**src/rtl/flash_pkg.sv**
```systemverilog
// Shared opcodes, internal command codes, engine states and length limits
// for the serial-flash command engine.
package flash_pkg;

   localparam logic [7:0] OP_RDID     = 8'h9F;
   localparam logic [7:0] OP_RDSR1    = 8'h05;
   localparam logic [7:0] OP_RDSR2    = 8'h07;
   localparam logic [7:0] OP_RES      = 8'hAB;
   localparam logic [7:0] OP_RDCR     = 8'h35;
   localparam logic [7:0] OP_FREAD    = 8'h0B;
   localparam logic [7:0] OP_PP       = 8'h02;
   localparam logic [7:0] OP_WREN     = 8'h06;
   localparam logic [7:0] OP_BE       = 8'hC7;

   localparam logic [7:0] CMD_PAGE_WR = 8'h11;

   localparam int MAX_TX = 10;
   localparam int MAX_RX = 6;

   typedef enum logic [2:0] {
      ST_IDLE,
      ST_WREN,
      ST_GAP,
      ST_FRAME,
      ST_POLL_GAP,
      ST_POLL,
      ST_DONE,
      ST_WAIT_REL
   } state_t;

   function automatic logic cmd_known(input logic [7:0] c);
      return c == OP_RDID || c == OP_RDSR1 || c == OP_RDSR2 || c == OP_RDCR ||
             c == OP_RES  || c == OP_FREAD || c == CMD_PAGE_WR || c == OP_BE;
   endfunction

   // Commands that modify the array need WREN first and WIP polling after.
   function automatic logic cmd_writes(input logic [7:0] c);
      return c == CMD_PAGE_WR || c == OP_BE;
   endfunction

endpackage

```
**src/rtl/flash_cmd_engine_spi_byte_shifter.sv**
```systemverilog
// Mode-0 SPI byte shifter: one MSB-first byte per start pulse, owns the SCK
// divider; SCK idles low and every byte ends on a falling edge.
module spi_byte_shifter #(
   parameter int CLK_DIV = 2
) (
   input  logic       CLK,
   input  logic       reset,
   input  logic       start,
   input  logic [7:0] tx_byte,
   input  logic       miso,
   output logic       sclk,
   output logic       mosi,
   output logic [7:0] rx_byte,
   output logic       done
);

   localparam int DW = $clog2(CLK_DIV + 1);

   logic          active;
   logic [DW-1:0] div_cnt;
   logic [2:0]    bit_cnt;
   logic [7:0]    sh_tx;
   logic [7:0]    sh_rx;

   // Sample MISO as SCK rises; advance MOSI as SCK falls.
   always_ff @(posedge CLK) begin
      if (reset) begin
         active  <= 1'b0;
         div_cnt <= '0;
         bit_cnt <= '0;
         sh_tx   <= '0;
         sh_rx   <= '0;
         sclk    <= 1'b0;
         mosi    <= 1'b0;
         done    <= 1'b0;
      end else begin
         done <= 1'b0;
         if (start && !active) begin
            active  <= 1'b1;
            div_cnt <= '0;
            bit_cnt <= '0;
            sh_tx   <= tx_byte;
            mosi    <= tx_byte[7];
            sclk    <= 1'b0;
         end else if (active) begin
            if (div_cnt == DW'(CLK_DIV - 1)) begin
               div_cnt <= '0;
               sclk    <= ~sclk;
               if (!sclk) begin
                  sh_rx <= {sh_rx[6:0], miso};
               end else if (bit_cnt == 3'd7) begin
                  active <= 1'b0;
                  done   <= 1'b1;
               end else begin
                  bit_cnt <= bit_cnt + 3'd1;
                  sh_tx   <= {sh_tx[6:0], 1'b0};
                  mosi    <= sh_tx[6];
               end
            end else begin
               div_cnt <= div_cnt + DW'(1);
            end
         end
      end
   end

   assign rx_byte = sh_rx;

endmodule

```
**src/rtl/flash_cmd_engine.sv**
```systemverilog
// Serial-flash command engine: accepts one decoder request, runs the SPI
// frames (with WREN and WIP polling for writes) and returns up to 6 bytes.
module flash_cmd_engine
   import flash_pkg::*;
#(
   parameter int CLK_DIV     = 2,
   parameter int CS_GAP      = 4,
   parameter int DUMMY_BYTES = 1
) (
   input  logic        CLK,
   input  logic        reset,
   input  logic [7:0]  MEMCMD,
   input  logic [23:0] MEMADDR,
   input  logic [47:0] MEMVAL,
   input  logic        MEMTRIG,
   input  logic        MEMQUAD,
   output logic        MEM_CTRL_busy,
   output logic [47:0] MEMDATA,
   output logic        mem_clk,
   output logic        oCS,
   output logic        SI_IO0,
   input  logic        SO_IO1,
   output logic        WP_IO2,
   output logic        HOLD_IO3
);

   localparam int GW    = $clog2(CS_GAP + 1);
   localparam int LEN_W = $clog2(MAX_TX + MAX_RX + 1);

   state_t        state, state_nxt;
   logic [7:0]    cmd_q;
   logic [23:0]   addr_q;
   logic [47:0]   val_q;
   logic [3:0]    byte_idx;
   logic [GW-1:0] gap_cnt;
   logic          start_q;
   logic          cs_n_q;
   logic [47:0]   rx_acc;
   logic [47:0]   memdata_q;

   logic [3:0]       tx_len, rx_len;
   logic [LEN_W-1:0] total_len;
   logic [7:0]       opcode, tx_byte;
   logic             frame_state, frame_end, last_byte, gap_done, entering_frame;
   logic             sh_done;
   logic [7:0]       sh_rx;
   logic             unused_quad;

   assign unused_quad = MEMQUAD;

   spi_byte_shifter #(.CLK_DIV(CLK_DIV)) u_shifter (
      .CLK     (CLK),
      .reset   (reset),
      .start   (start_q),
      .tx_byte (tx_byte),
      .miso    (SO_IO1),
      .sclk    (mem_clk),
      .mosi    (SI_IO0),
      .rx_byte (sh_rx),
      .done    (sh_done)
   );

   // Frame shape for the current state: WREN and status polls are fixed.
   always_comb begin
      tx_len = 4'd1;
      rx_len = 4'd0;
      opcode = cmd_q;
      case (state)
         ST_WREN: opcode = OP_WREN;
         ST_POLL: begin
            opcode = OP_RDSR1;
            rx_len = 4'd1;
         end
         default: begin
            case (cmd_q)
               OP_RDID:                     rx_len = 4'd6;
               OP_RDSR1, OP_RDSR2, OP_RDCR: rx_len = 4'd1;
               OP_RES: begin
                  tx_len = 4'd4;
                  rx_len = 4'd1;
               end
               OP_FREAD: begin
                  tx_len = 4'(4 + DUMMY_BYTES);
                  rx_len = 4'd6;
               end
               CMD_PAGE_WR: begin
                  tx_len = 4'd10;
                  opcode = OP_PP;
               end
               default: ;
            endcase
         end
      endcase
   end

   // Byte on the wire: opcode, address, then payload or dummy/read zeros.
   always_comb begin
      tx_byte = 8'h00;
      if (byte_idx == 4'd0) begin
         tx_byte = opcode;
      end else if (state == ST_FRAME && cmd_q != OP_RES && byte_idx < tx_len) begin
         case (byte_idx)
            4'd1:    tx_byte = addr_q[23:16];
            4'd2:    tx_byte = addr_q[15:8];
            4'd3:    tx_byte = addr_q[7:0];
            4'd4:    tx_byte = (cmd_q == CMD_PAGE_WR) ? val_q[47:40] : 8'h00;
            4'd5:    tx_byte = (cmd_q == CMD_PAGE_WR) ? val_q[39:32] : 8'h00;
            4'd6:    tx_byte = (cmd_q == CMD_PAGE_WR) ? val_q[31:24] : 8'h00;
            4'd7:    tx_byte = (cmd_q == CMD_PAGE_WR) ? val_q[23:16] : 8'h00;
            4'd8:    tx_byte = (cmd_q == CMD_PAGE_WR) ? val_q[15:8]  : 8'h00;
            4'd9:    tx_byte = (cmd_q == CMD_PAGE_WR) ? val_q[7:0]   : 8'h00;
            default: tx_byte = 8'h00;
         endcase
      end
   end

   assign total_len   = LEN_W'(tx_len) + LEN_W'(rx_len);
   assign last_byte   = (LEN_W'(byte_idx) == total_len - LEN_W'(1));
   assign frame_state = (state == ST_WREN) || (state == ST_FRAME) || (state == ST_POLL);
   assign frame_end   = frame_state && sh_done && last_byte;
   assign gap_done    = (gap_cnt == GW'(CS_GAP - 1));

   always_ff @(posedge CLK) begin
      if (reset) state <= ST_IDLE;
      else       state <= state_nxt;
   end

   always_comb begin
      state_nxt = state;
      case (state)
         ST_IDLE:
            if (MEMTRIG) begin
               if (!cmd_known(MEMCMD))      state_nxt = ST_DONE;
               else if (cmd_writes(MEMCMD)) state_nxt = ST_WREN;
               else                         state_nxt = ST_FRAME;
            end
         ST_WREN:     if (frame_end) state_nxt = ST_GAP;
         ST_GAP:      if (gap_done)  state_nxt = ST_FRAME;
         ST_FRAME:
            if (frame_end) state_nxt = cmd_writes(cmd_q) ? ST_POLL_GAP : ST_DONE;
         ST_POLL_GAP: if (gap_done)  state_nxt = ST_POLL;
         ST_POLL:
            if (frame_end) state_nxt = sh_rx[0] ? ST_POLL_GAP : ST_DONE;
         ST_DONE:     state_nxt = ST_WAIT_REL;
         ST_WAIT_REL: if (!MEMTRIG) state_nxt = ST_IDLE;
         default:     state_nxt = ST_IDLE;
      endcase
   end

   assign entering_frame = (state_nxt != state) &&
                           (state_nxt == ST_WREN || state_nxt == ST_FRAME || state_nxt == ST_POLL);

   // Request capture, chip select, byte sequencing and read accumulation.
   always_ff @(posedge CLK) begin
      if (reset) begin
         cmd_q     <= '0;
         addr_q    <= '0;
         val_q     <= '0;
         byte_idx  <= '0;
         gap_cnt   <= '0;
         start_q   <= 1'b0;
         cs_n_q    <= 1'b1;
         rx_acc    <= '0;
         memdata_q <= '0;
      end else begin
         start_q <= 1'b0;
         if (state == ST_IDLE && MEMTRIG) begin
            cmd_q  <= MEMCMD;
            addr_q <= MEMADDR;
            val_q  <= MEMVAL;
         end
         if (entering_frame) begin
            cs_n_q   <= 1'b0;
            start_q  <= 1'b1;
            byte_idx <= '0;
            rx_acc   <= '0;
         end else if (frame_state && sh_done) begin
            if (byte_idx >= tx_len) rx_acc <= {rx_acc[39:0], sh_rx};
            if (last_byte) begin
               cs_n_q <= 1'b1;
            end else begin
               byte_idx <= byte_idx + 4'd1;
               start_q  <= 1'b1;
            end
         end
         gap_cnt <= (state == ST_GAP || state == ST_POLL_GAP) ? gap_cnt + GW'(1) : '0;
         if (state == ST_DONE && cmd_known(cmd_q)) memdata_q <= rx_acc;
      end
   end

   assign MEM_CTRL_busy = (state != ST_IDLE) && (state != ST_WAIT_REL);
   assign MEMDATA       = memdata_q;
   assign oCS           = cs_n_q;
   assign WP_IO2        = 1'b1;
   assign HOLD_IO3      = 1'b1;

endmodule
```
**config.mk**
```make
export PLATFORM = sky130hd
export DESIGN_NAME = flash_cmd_engine
export DESIGN_NICKNAME = d
export VERILOG_FILES = /design/src/rtl/flash_pkg.sv /design/src/rtl/flash_cmd_engine_spi_byte_shifter.sv /design/src/rtl/flash_cmd_engine.sv
export SDC_FILE = /design/constraint.sdc
export NUM_CORES = 1
export LEC_CHECK = 0
export CAP_MARGIN = 10
export CORE_MARGIN = 2
export CORE_UTILIZATION = 49
export DETAILED_ROUTE_END_ITERATION = 7
export PLACE_DENSITY = 0.81
export RECOVER_POWER = 50
export REMOVE_ABC_BUFFERS = 1
export SLEW_MARGIN = 25
export SYNTH_ARGS = -nofsm -noshare
export SYNTH_HDL_FRONTEND = slang
export SYNTH_HIERARCHICAL = 1
export SYNTH_SLANG_ARGS = --single-unit
```
**constraint.sdc**
```tcl
create_clock -name CLK -period 4.25 [get_ports CLK]
set_input_delay 0.85 -clock CLK [delete_from_list [all_inputs] [get_ports CLK]]
set_output_delay 0.85 -clock CLK [all_outputs]
set_load 0.01 [all_outputs]
```
After elaboration in Yosys (flattened, before gate mapping)
Cells that the tools add are included.

Add/subtract/negate cells: 6. Order comparisons: 2. Equal/unequal tests: 43. Mux-type cells: 50. Bitwise gates (word level): 7. Reduce and logical (&&, ||, !) cells: 53.

Operators by type and width (number): 8-bit 2-to-1 mux (9); 8-bit case mux with 9 select lines (1); 8-bit equality test (second input constant) (6); 7-bit 2-to-1 mux (5); 8-bit by 3-bit equality test with 1-bit output (second input constant) (4); 3-bit 2-to-1 mux (8); 3-bit case mux with 8 select lines (1); 1-bit logical OR (21); 3-bit equality test (second input constant) (6); 1-bit 2-to-1 mux (17); 4-bit by 3-bit equality test with 1-bit output (second input constant) (4); 8-bit by 4-bit equality test with 1-bit output (second input constant) (2); 8-bit by 5-bit equality test with 1-bit output (second input constant) (2); 8-bit by 6-bit equality test with 1-bit output (second input constant) (2); 8-bit case mux with 2 select lines (1); 3-bit by 2-bit equality test with 1-bit output (second input constant) (4); 3-bit case mux with 2 select lines (2); 4-bit case mux with 3 select lines (1); 4-bit AND reduction (3); 2-bit nonzero test (5); 2-bit OR reduction (5); 1-bit logical AND (9); 4-bit by 2-bit equality test with 1-bit output (second input constant) (2); 4-bit equality test (second input constant) (2); 25 further kinds (39).

Flip-flop bits (word level): 212. Output and inout bits: 54.

Logic depth before layout (Yosys ltp)
Gate-level depths: netlist of the first run.

Depth after elaboration: 17. Gate-level depth with buffers: 18. Depth with buffers taken out: 15.

Cells and area by module
Netlist of the first run, hierarchy kept.

Modules (own cells, without submodules): flash_cmd_engine (instances 1, cells each 1028, area each 8700.8 um^2); spi_byte_shifter (instances 1, cells each 113, area each 1036.0 um^2).

Worst setup path before layout of the first run
OpenSTA, ideal clock, no wires.

Path type: reg2reg. Start: register cmd_q[7]. End: register rx_acc[21]. Library setup time: 147 ps. Data arrival time: 3940 ps. Path slack: 164 ps. Stages on the path, launching flop included: 19. Clock period less this slack: 4086 ps. Cells stage by stage: dfxtp_1 > buf_2 > nor4b_4 > and2_1 > buf_2 > nor2_1 > a211o_1 > inv_1 > ha_1 > inv_1 > ha_1 > fa_1 > xor3_1 > nor4_4 > nand2_2 > o21a_2 > o32ai_4 > buf_6 > a211oi_2.

Longest elaborated chain between the ends: 15.

Ends and longest elaborated chain: start, declared (RTL line flash_cmd_engine.sv:31) `logic [7:0] cmd_q;`; start signal, assigned (RTL line flash_cmd_engine.sv:156) `cmd_q <= '0;`; start signal, assigned (RTL line flash_cmd_engine.sv:168) `cmd_q <= MEMCMD;`; 8-bit by 3-bit equality test with 1-bit output, or another cell as far along (RTL line flash_cmd_engine.sv:75) `case (cmd_q)`; 4-bit OR reduction (no source line) or 2-bit OR reduction (tied branches); 3-bit case mux with 2 select lines (RTL line flash_cmd_engine.sv:75); 3-bit case mux with 2 select lines (RTL line flash_cmd_engine.sv:68) `case (state)`; 4-bit by 4-bit adder with 5-bit output (RTL line flash_cmd_engine.sv:117) `assign total_len = LEN_W'(tx_len) + LEN_W'(rx_len);`; 5-bit by 1-bit subtractor with 5-bit output (RTL line flash_cmd_engine.sv:118) `assign last_byte = (LEN_W'(byte_idx) == total_len - LEN_W'(1));`; 4-bit by 5-bit equality test with 1-bit output (RTL line flash_cmd_engine.sv:118); 1-bit logical AND (RTL line flash_cmd_engine.sv:120) `assign frame_end = frame_state && sh_done && last_byte;`; 3-bit 2-to-1 mux (on tied branches) (RTL line flash_cmd_engine.sv:143, flash_cmd_engine.sv:137, flash_cmd_engine.sv:140); 3-bit case mux with 8 select lines (RTL line flash_cmd_engine.sv:130) `case (state)`; 3-bit by 1-bit equality test with 1-bit output or 3-bit by 2-bit equality test with 1-bit output (tied branches) (RTL line flash_cmd_engine.sv:151) `(state_nxt == ST_WREN || state_nxt == ST_FRAME || state_nxt == ST_POLL);`; 1-bit logical OR (2 in a row) (RTL line flash_cmd_engine.sv:151); 1-bit logical AND (RTL line flash_cmd_engine.sv:150) `assign entering_frame = (state_nxt != state) &&`; 2-bit OR reduction (no source line); end signal, assigned (RTL line flash_cmd_engine.sv:178) `if (byte_idx >= tx_len) rx_acc <= {rx_acc[39:0], sh_rx};`; end, declared (RTL line flash_cmd_engine.sv:38) `logic [47:0] rx_acc;`.

Parallel ways exist; a longest one is shown, timed or not. A chain may end at the register's enable or synchronous reset.

Worst setup path after layout of the first run
Start: register cmd_q[7]. End: register byte_idx[0].

Longest elaborated chain between the ends: 15.

Ends and longest elaborated chain: 8-bit by 3-bit equality test with 1-bit output, or another cell as far along (RTL line flash_cmd_engine.sv:75); 4-bit OR reduction (no source line) or 2-bit OR reduction (tied branches); 3-bit case mux with 2 select lines (RTL line flash_cmd_engine.sv:75); 3-bit case mux with 2 select lines (RTL line flash_cmd_engine.sv:68); 4-bit by 4-bit adder with 5-bit output (RTL line flash_cmd_engine.sv:117); 5-bit by 1-bit subtractor with 5-bit output (RTL line flash_cmd_engine.sv:118); 4-bit by 5-bit equality test with 1-bit output (RTL line flash_cmd_engine.sv:118); 1-bit logical AND (RTL line flash_cmd_engine.sv:120); 3-bit 2-to-1 mux (on tied branches) (RTL line flash_cmd_engine.sv:143, flash_cmd_engine.sv:137, flash_cmd_engine.sv:140); 3-bit case mux with 8 select lines (RTL line flash_cmd_engine.sv:130); 3-bit by 1-bit equality test with 1-bit output or 3-bit by 2-bit equality test with 1-bit output (tied branches) (RTL line flash_cmd_engine.sv:151); 1-bit logical OR (2 in a row) (RTL line flash_cmd_engine.sv:151); 1-bit logical AND (RTL line flash_cmd_engine.sv:150); 2-bit OR reduction (no source line); end signal, assigned (RTL line flash_cmd_engine.sv:182) `byte_idx <= byte_idx + 4'd1;`; end, declared (RTL line flash_cmd_engine.sv:34) `logic [3:0] byte_idx;`.

Parallel ways exist; a longest one is shown, timed or not.

==> impl_results.md, run 1 <==
* H-tree Lvls at 1
* Final Instance Area at 0.0123 mm^2
* ANT nets after route at 0
* Top delay family on crit path: simple AND/OR/NAND/NOR gates
* Internal power at 3590 uW
* Clk pin slew, worst setup/hold paths at 0.06 ns
* Yosys warns at 6
* Fill count at 1,632
* CTS Hold Bufs at 0
* Dominant synthesized flop cell: dfxtp_1
* Fraction of layout instances using a drive strength above 1 at 0.0976
* Mean post-synth cell area at 8.53 um^2
* Max-cap violations at 2
* Combinational share of power at 0.152
* Worst Setup End Kind: flop
* Total track usage at 0.226
* Clock network fraction of design power at 0.410
* Failing checks: max-capacitance violations, max-slew violations
* FMAX at 0.237 GHz
* Critical path's largest stage delay at 0.57 ns
* Vias at 8,734
* Hpwl dp at 15.8 mm
* Later-pin clock latency in the skew report at 0.52 ns
* Via density at 5.77
* Critical Path RT at 4.61 ns
* Period minus WS final at 4.22 ns
* DIE WIDTH at 145 um
* Max FO, Critical Path at 16
* Period utilization at 0.992
* Pin slew with the least headroom to its limit at 2.22 ns
* Core ar. at 0.0195 mm^2
* Asr flop ratio synth at 0
* Die area at 0.0210 mm^2
* N_diodes at 0
* Drt drc at 0
* Largest net degree at the start of global routing at 110
* Final setup viols at 0
* DRT Pass-1 Iters at 5
* CTS tree: yes
* CTS Root Cell: clkbuf_16
* Sw power at 1290 uW
* Global-route wire length before repair at 40.7 mm
* Initial Utilization at 0.500
* Boundary Pins at 139
* Post-place instance area at 0.0112 mm^2
* Hold WS at 0.421 ns
* Worst path bufs/invs at 4
* CP Class: flop to flop
* Tot Pwr at 4880 uW
* Synthesized flop and latch total at 212
* Layout net count at 1,340
* Pleak at 0.00429 uW
* Peak VDD IR at 0.233 mV
* Arrival time at the worst endpoint at 4.57 ns
* GPL Wtd Cong at 0.833
* Starting DRC count in detailed routing at 731
* Final Max Tran Viols at 94
* Register area at 0.00425 mm^2
* DR WL/cell at 16.7 um
* Area of the multi-input gates at 0.00507 mm^2
* CP Launch Type: flop
* Post-synthesis sequential area ratio at 0.436
* Cell Pwr Density at 398 mW/mm^2
* Hold Crit Class: flop to flop
* Clock Sinks at 212
* Cell variety after synth at 69
* Row cnt at 51
* Port buffer count at 135
* Fin. Hold Viols at 0
* Clock skew at 0.00910 ns
* Vias in the first global route at 8,309
* Outcome: finished with violations
* Mapped Cells at 1,141
* Layout area overhead at 26.2%
* Post-synth EDFFs at 0
* Unrepaired setup endpoints after global routing: true
* Routed WL at 25.4 mm
* Initial antenna violation count at 0
* CP max-delay cell: fa_2
* Die Y-Extent at 145 um
* CTS buffer count at 23
* Clk buf depth at 3
* Sw Share at 0.265
* Critical Path, Cell by Cell: or3_1, a21o_1, or3_4, ha_4, inv_2, ha_4, fa_2, xor2_2, nor4_4, nand2_2, buf_4, o21a_2, o32ai_4, buf_12, buf_12, a211oi_1
* Gr ovfl total at 0
* Slew HR at -0.478
* Cell Area, Synth at 0.00974 mm^2
* Sequential power share at 0.438
[power groups by stage]
stage | sequential (uW) | combinational (uW) | clock [uW]
after floorplan | 2170 | 342 | 0
after global placement | 2170 | 634 | 0
after detailed placement | 2180 | 647 | 0
after CTS | 2130 | 652 | 2030
after global routing | 2150 | 804 | 2120
final | 2140 | 743 | 2000
[cells in the final DEF (no fill, tap or decap), types with 7 or more instances in the layout]
| cell type | n |
|---|---|
| buf_12 | 7 |
| nor2_1 | 37 |
| a31oi_1 | 9 |
| mux2i_1 | 61 |
| a22oi_1 | 13 |
| nand3_1 | 65 |
| buf_4 | 22 |
| clkbuf_16 | 25 |
| nand2_1 | 189 |
| a21oi_1 | 142 |
| nand2b_1 | 8 |
| o21ai_0 | 71 |
| dlygate4sd3_1 | 51 |
| a211oi_2 | 16 |
| clkbuf_1 | 9 |
| clkdlybuf4s50_1 | 83 |
| nor2b_1 | 7 |
| nor3_1 | 8 |
| a211oi_1 | 43 |
| inv_1 | 19 |
| dfxtp_1 | 208 |
| o22ai_1 | 7 |
| a22o_1 | 13 |
| ha_1 | 17 |
[registers in the layout, indices dropped and copies added, names as in the netlist]
signal             cells
u_shifter/done         1
state                  3
u_shifter/sclk         1
oCS                    1
cmd_q                  8
rx_acc                48
u_shifter/rx_byte      8
gap_cnt                3
start_q                1
byte_idx               4
u_shifter/sh_tx        7
val_q                 48
addr_q                24
u_shifter/bit_cnt      3
u_shifter/div_cnt      2
u_shifter/mosi         1
u_shifter/active       1
MEMDATA               48
[worst paths after layout]
check | startpoint | to | slack, ns | depth (start not counted)
worst min register to register | gap_cnt[0] | gap_cnt[0] | 0.42 | 1
worst max register to register | cmd_q[7] | byte_idx[0] | 0.03 | 16
worst max-delay path | cmd_q[7] | byte_idx[0] | 0.03 | 16
worst min-delay path | gap_cnt[0] | gap_cnt[0] | 0.42 | 1
[cell type report]
| cell class | instances | share of cell area |
|---|---|---|
| multi-input cells | 805 | 0.413 |
| flip-flops and latches | 212 | 0.346 |
| repair buffers | 172 | 0.146 |
| clock buffers | 34 | 0.0535 |
| well taps | 265 | 0.0270 |
| clock inverters | 6 | 0.00805 |
| inverters | 21 | 0.00642 |
[metrics by stage]
stage | util | setup TNS [ns] | instances | setup WS (ns)
after floorplan | - | -194.28 | 1038 | -4.07
after global placement | 0.577 | 0 | 1463 | 0.110
after detailed placement | 0.577 | -0.000916 | 1463 | -0.000916
after CTS | 0.617 | 0 | 1503 | 0.0344
after global routing | 0.631 | -2.39 | 1515 | -0.103
final | 0.631 | 0 | 1515 | 0.0341
[per-layer routing]
layer | vias to the layer above | wire length [um] | global-route usage
li1 | 4242 | - | -
met1 | 4180 | 11100 | 0.297
met2 | 266 | 12300 | 0.393
met3 | 46 | 1270 | 0.0280
met4 | 0 | 605 | 0.0584
met5 | - | 0 | 0
[Yosys cell counts (all sizes together) (5+ instances only)]
cell type,n,area share
nor2b,7,0.0045
xnor2,6,0.0054
o22ai,7,0.0045
nor3,8,0.0041
ha,19,0.024
a221oi,6,0.0060
nand2b,8,0.0051
mux2i,61,0.063
clkbuf,77,0.030
buf,27,0.020
nor4b,5,0.0067
a22oi,14,0.011
nand3,66,0.034
nand2,191,0.074
o21ai,71,0.036
nor2,38,0.015
a31oi,9,0.0058
dfxtp,212,0.44
or3,6,0.0039
a22o,13,0.012
inv,21,0.0081
a21oi,143,0.074
a211oi,60,0.053
[cells by family after synthesis]
family / synth area share
compound gates: 0.231
xor+xnor: 0.0105
fa+ha+maj: 0.0265
buf+inv: 0.0585
flops: 0.436
mux: 0.0627
other cells: 0.000385
simple gates: 0.175
[what timing repair did]
item | in CTS | in global routing
cloned | 0 | 4
resized for setup | 1 | 24
pin swaps | 1 | 13
buffers inserted | 0 | 6
endpoints found under the setup margin | 1 | 53
Power figures use the tool's default switching activity.
==> run 2: changes to the inputs <==
--- a/config.mk
+++ b/config.mk
@@ -9,6 +9,7 @@
 export CORE_MARGIN = 2
 export CORE_UTILIZATION = 49
 export DETAILED_ROUTE_END_ITERATION = 7
+export MAX_ROUTING_LAYER = met4
 export PLACE_DENSITY = 0.81
 export RECOVER_POWER = 50
 export REMOVE_ABC_BUFFERS = 1
==> run 2 against run 1 <==
Maximum frequency about the same. Register-to-register slack about the same. Global-route usage increased by 0.73 points. Highest routed layer unchanged. The flow now finishes without violations. Sequential power barely moved. Flip-flop and latch count stayed put. Largest cell class unchanged.
==> impl_results.md, run 2 (same netlist as run 1, synthesis figures left out) <==
* Outcome: complete, no violations (was finished with violations)
* Clk pin slew, worst setup/hold paths at 0.06 ns (about the same)
* Cell Pwr Density at 397 mW/mm^2 (was 398 mW/mm^2)
* DRT Pass-1 Iters at 5 (unchanged)
* Boundary Pins at 139 (unchanged)
* Routed WL at 25.5 mm (was 25.4 mm)
* Max FO, Critical Path at 11 (was 16)
* CTS buffer count at 23 (unchanged)
* CTS Root Cell: clkbuf_16 (unchanged)
* Drt drc at 0 (unchanged)
* Global-route wire length before repair at 40.7 mm (about the same)
* Period minus WS final at 4.21 ns (was 4.22 ns)
* Initial Utilization at 0.500 (unchanged)
* Pin slew with the least headroom to its limit at 0.948 ns (was 2.22 ns)
* Critical path's largest stage delay at 0.57 ns (about the same)
* Hpwl dp at 15.8 mm (unchanged)
* Fin. Hold Viols at 0 (unchanged)
* Starting DRC count in detailed routing at 735 (was 731)
* Final Max Tran Viols at 0 (was 94)
* Vias at 8,715 (was 8,734)
* Slew HR at 0.368 (was -0.478)
* Fraction of layout instances using a drive strength above 1 at 0.102 (was 0.0976)
* Critical Path, Cell by Cell: or3_1, a21o_1, or3_4, ha_4, inv_2, ha_4, fa_2, xor2_2, nor4_4, nand2_2, nor4_4, o32ai_4, buf_12, buf_12, a211oi_1 (was or3_1, a21o_1, or3_4, ha_4, inv_2, ha_4, fa_2, xor2_2, nor4_4, nand2_2, buf_4, o21a_2, o32ai_4, buf_12, buf_12, a211oi_1)
* Clock Sinks at 212 (unchanged)
* Critical Path RT at 4.66 ns (was 4.61 ns)
* Die Y-Extent at 145 um (unchanged)
* Via density at 5.76 (was 5.77)
* Final setup viols at 0 (unchanged)
* Largest net degree at the start of global routing at 110 (unchanged)
* Gr ovfl total at 0 (unchanged)
* CP Launch Type: flop (unchanged)
* DIE WIDTH at 145 um (unchanged)
* Clk buf depth at 3 (unchanged)
* Total track usage at 0.233 (was 0.226)
* Row cnt at 51 (unchanged)
* Later-pin clock latency in the skew report at 0.52 ns (about the same)
* ANT nets after route at 0 (unchanged)
* Pleak at 0.00412 uW (was 0.00429 uW)
* Core ar. at 0.0195 mm^2 (unchanged)
* Hold WS at 0.424 ns (was 0.421 ns)
* Hold Crit Class: flop to flop (unchanged)
* Die area at 0.0210 mm^2 (unchanged)
* Layout net count at 1,339 (was 1,340)
* Worst Setup End Kind: flop (unchanged)
* DR WL/cell at 16.8 um (was 16.7 um)
* Layout area overhead at 26.3% (was 26.2%)
* Period utilization at 0.992 (about the same)
* Arrival time at the worst endpoint at 4.62 ns (was 4.57 ns)
* CTS Hold Bufs at 0 (unchanged)
* Port buffer count at 135 (unchanged)
* CTS tree: yes (unchanged)
* GPL Wtd Cong at 0.846 (was 0.833)
* Peak VDD IR at 0.234 mV (was 0.233 mV)
* Vias in the first global route at 8,302 (was 8,309)
* FMAX at 0.237 GHz (about the same)
* CP max-delay cell: fa_2 (unchanged)
* H-tree Lvls at 1 (unchanged)
* Placed Cells at 1,463 (unchanged)
* Clock skew at 0.0109 ns (was 0.00910 ns)
* Post-place instance area at 0.0112 mm^2 (unchanged)
* Unrepaired setup endpoints after global routing: true (unchanged)
* Max-cap violations at 0 (was 2)
* Non-Filler Instances at 1,514 (was 1,515)
* Initial antenna violation count at 0 (unchanged)
* Final Instance Area at 0.0123 mm^2 (about the same)
* N_diodes at 0 (unchanged)
* Most frequent cells in the layout: dfxtp_1 (207), nand2_1 (189), a21oi_1 (142) (was dfxtp_1 (208), nand2_1 (189), a21oi_1 (142))
* Commonest non-fill, non-tap cell in the layout: dfxtp_1 (unchanged)
* CP Class: flop to flop (unchanged)
-- run 2: cell types whose count changed in the layout (fill, tap and decap cells not counted), sizes merged --
cell           change
buf                +1
clkdlybuf4s50     +51
clkbuf             -2
dlygate4sd3       -51
-- run 2: power by group --
part / internal, uW / switching, uW
sequential: 2080 / 60.9
clock: 1200 / 805
combinational: 307 / 433
-- run 2: metal layers --
layer | vias up | part of all wire | track usage | wire (um)
met3 | 44 | 0.049 | 0.0280 | 1240
li1 | 4232 | - | - | -
met5 | - | 0 | - | 0
met1 | 4202 | 0.44 | 0.299 | 11200
met4 | 0 | 0.023 | 0.0584 | 594
met2 | 237 | 0.49 | 0.392 | 12400
-- run 2: worst max-delay path: cells and delay by family (launching register included) --
| family | cells | cell delay [ns] |
|---|---|---|
| AOI/OAI and AO/OA | 3 | 0.60 |
| xor gates and xnor gates | 1 | 0.08 |
| adders and majority gates | 3 | 1.01 |
| buffers and inverters | 3 | 0.35 |
| DFF | 1 | 0.37 |
| and+or+nand+nor | 5 | 1.68 |
-- run 2: cell type report --
cell class | instances | area (um^2)
tap | 265 | 332
inverter | 21 | 78.8
fill | 1622 | 7170
clock buffer | 34 | 657
multi-input combinational | 805 | 5080
sequential | 212 | 4250
timing repair buffer | 171 | 1790
clock inverter | 6 | 98.8
-- run 2: path summary, 6_finish.rpt --
| kind | start | endpoint | slack (ns) | cells after the start |
|---|---|---|---|---|
| min | gap_cnt[0] | gap_cnt[0] | 0.42 | 1 |
| max | cmd_q[7] | rx_acc[42] | 0.04 | 15 |
| max reg2reg | cmd_q[7] | rx_acc[42] | 0.04 | 15 |
| min reg2reg | gap_cnt[0] | gap_cnt[0] | 0.42 | 1 |
-- run 2: what timing repair did --
action,in CTS,in global routing
pin swaps,1,15
resized for setup,1,27
setup buffers,0,6
cloned,0,3
endpoints found under the setup margin,1,53
-- run 2: stage by stage --
stage	setup slack, ns	TNS [ns]	util	total power [uW]
2_1_floorplan	-4.07	-194.28	-	2520
5_1_grt	-0.0866	-2.11	0.632	5060
3_5_place_dp	-0.000916	-0.000916	0.577	2830
4_1_cts	0.0344	0	0.617	4820
6_report	0.0352	0	0.632	4880
3_3_place_gp	0.110	0	0.577	2810
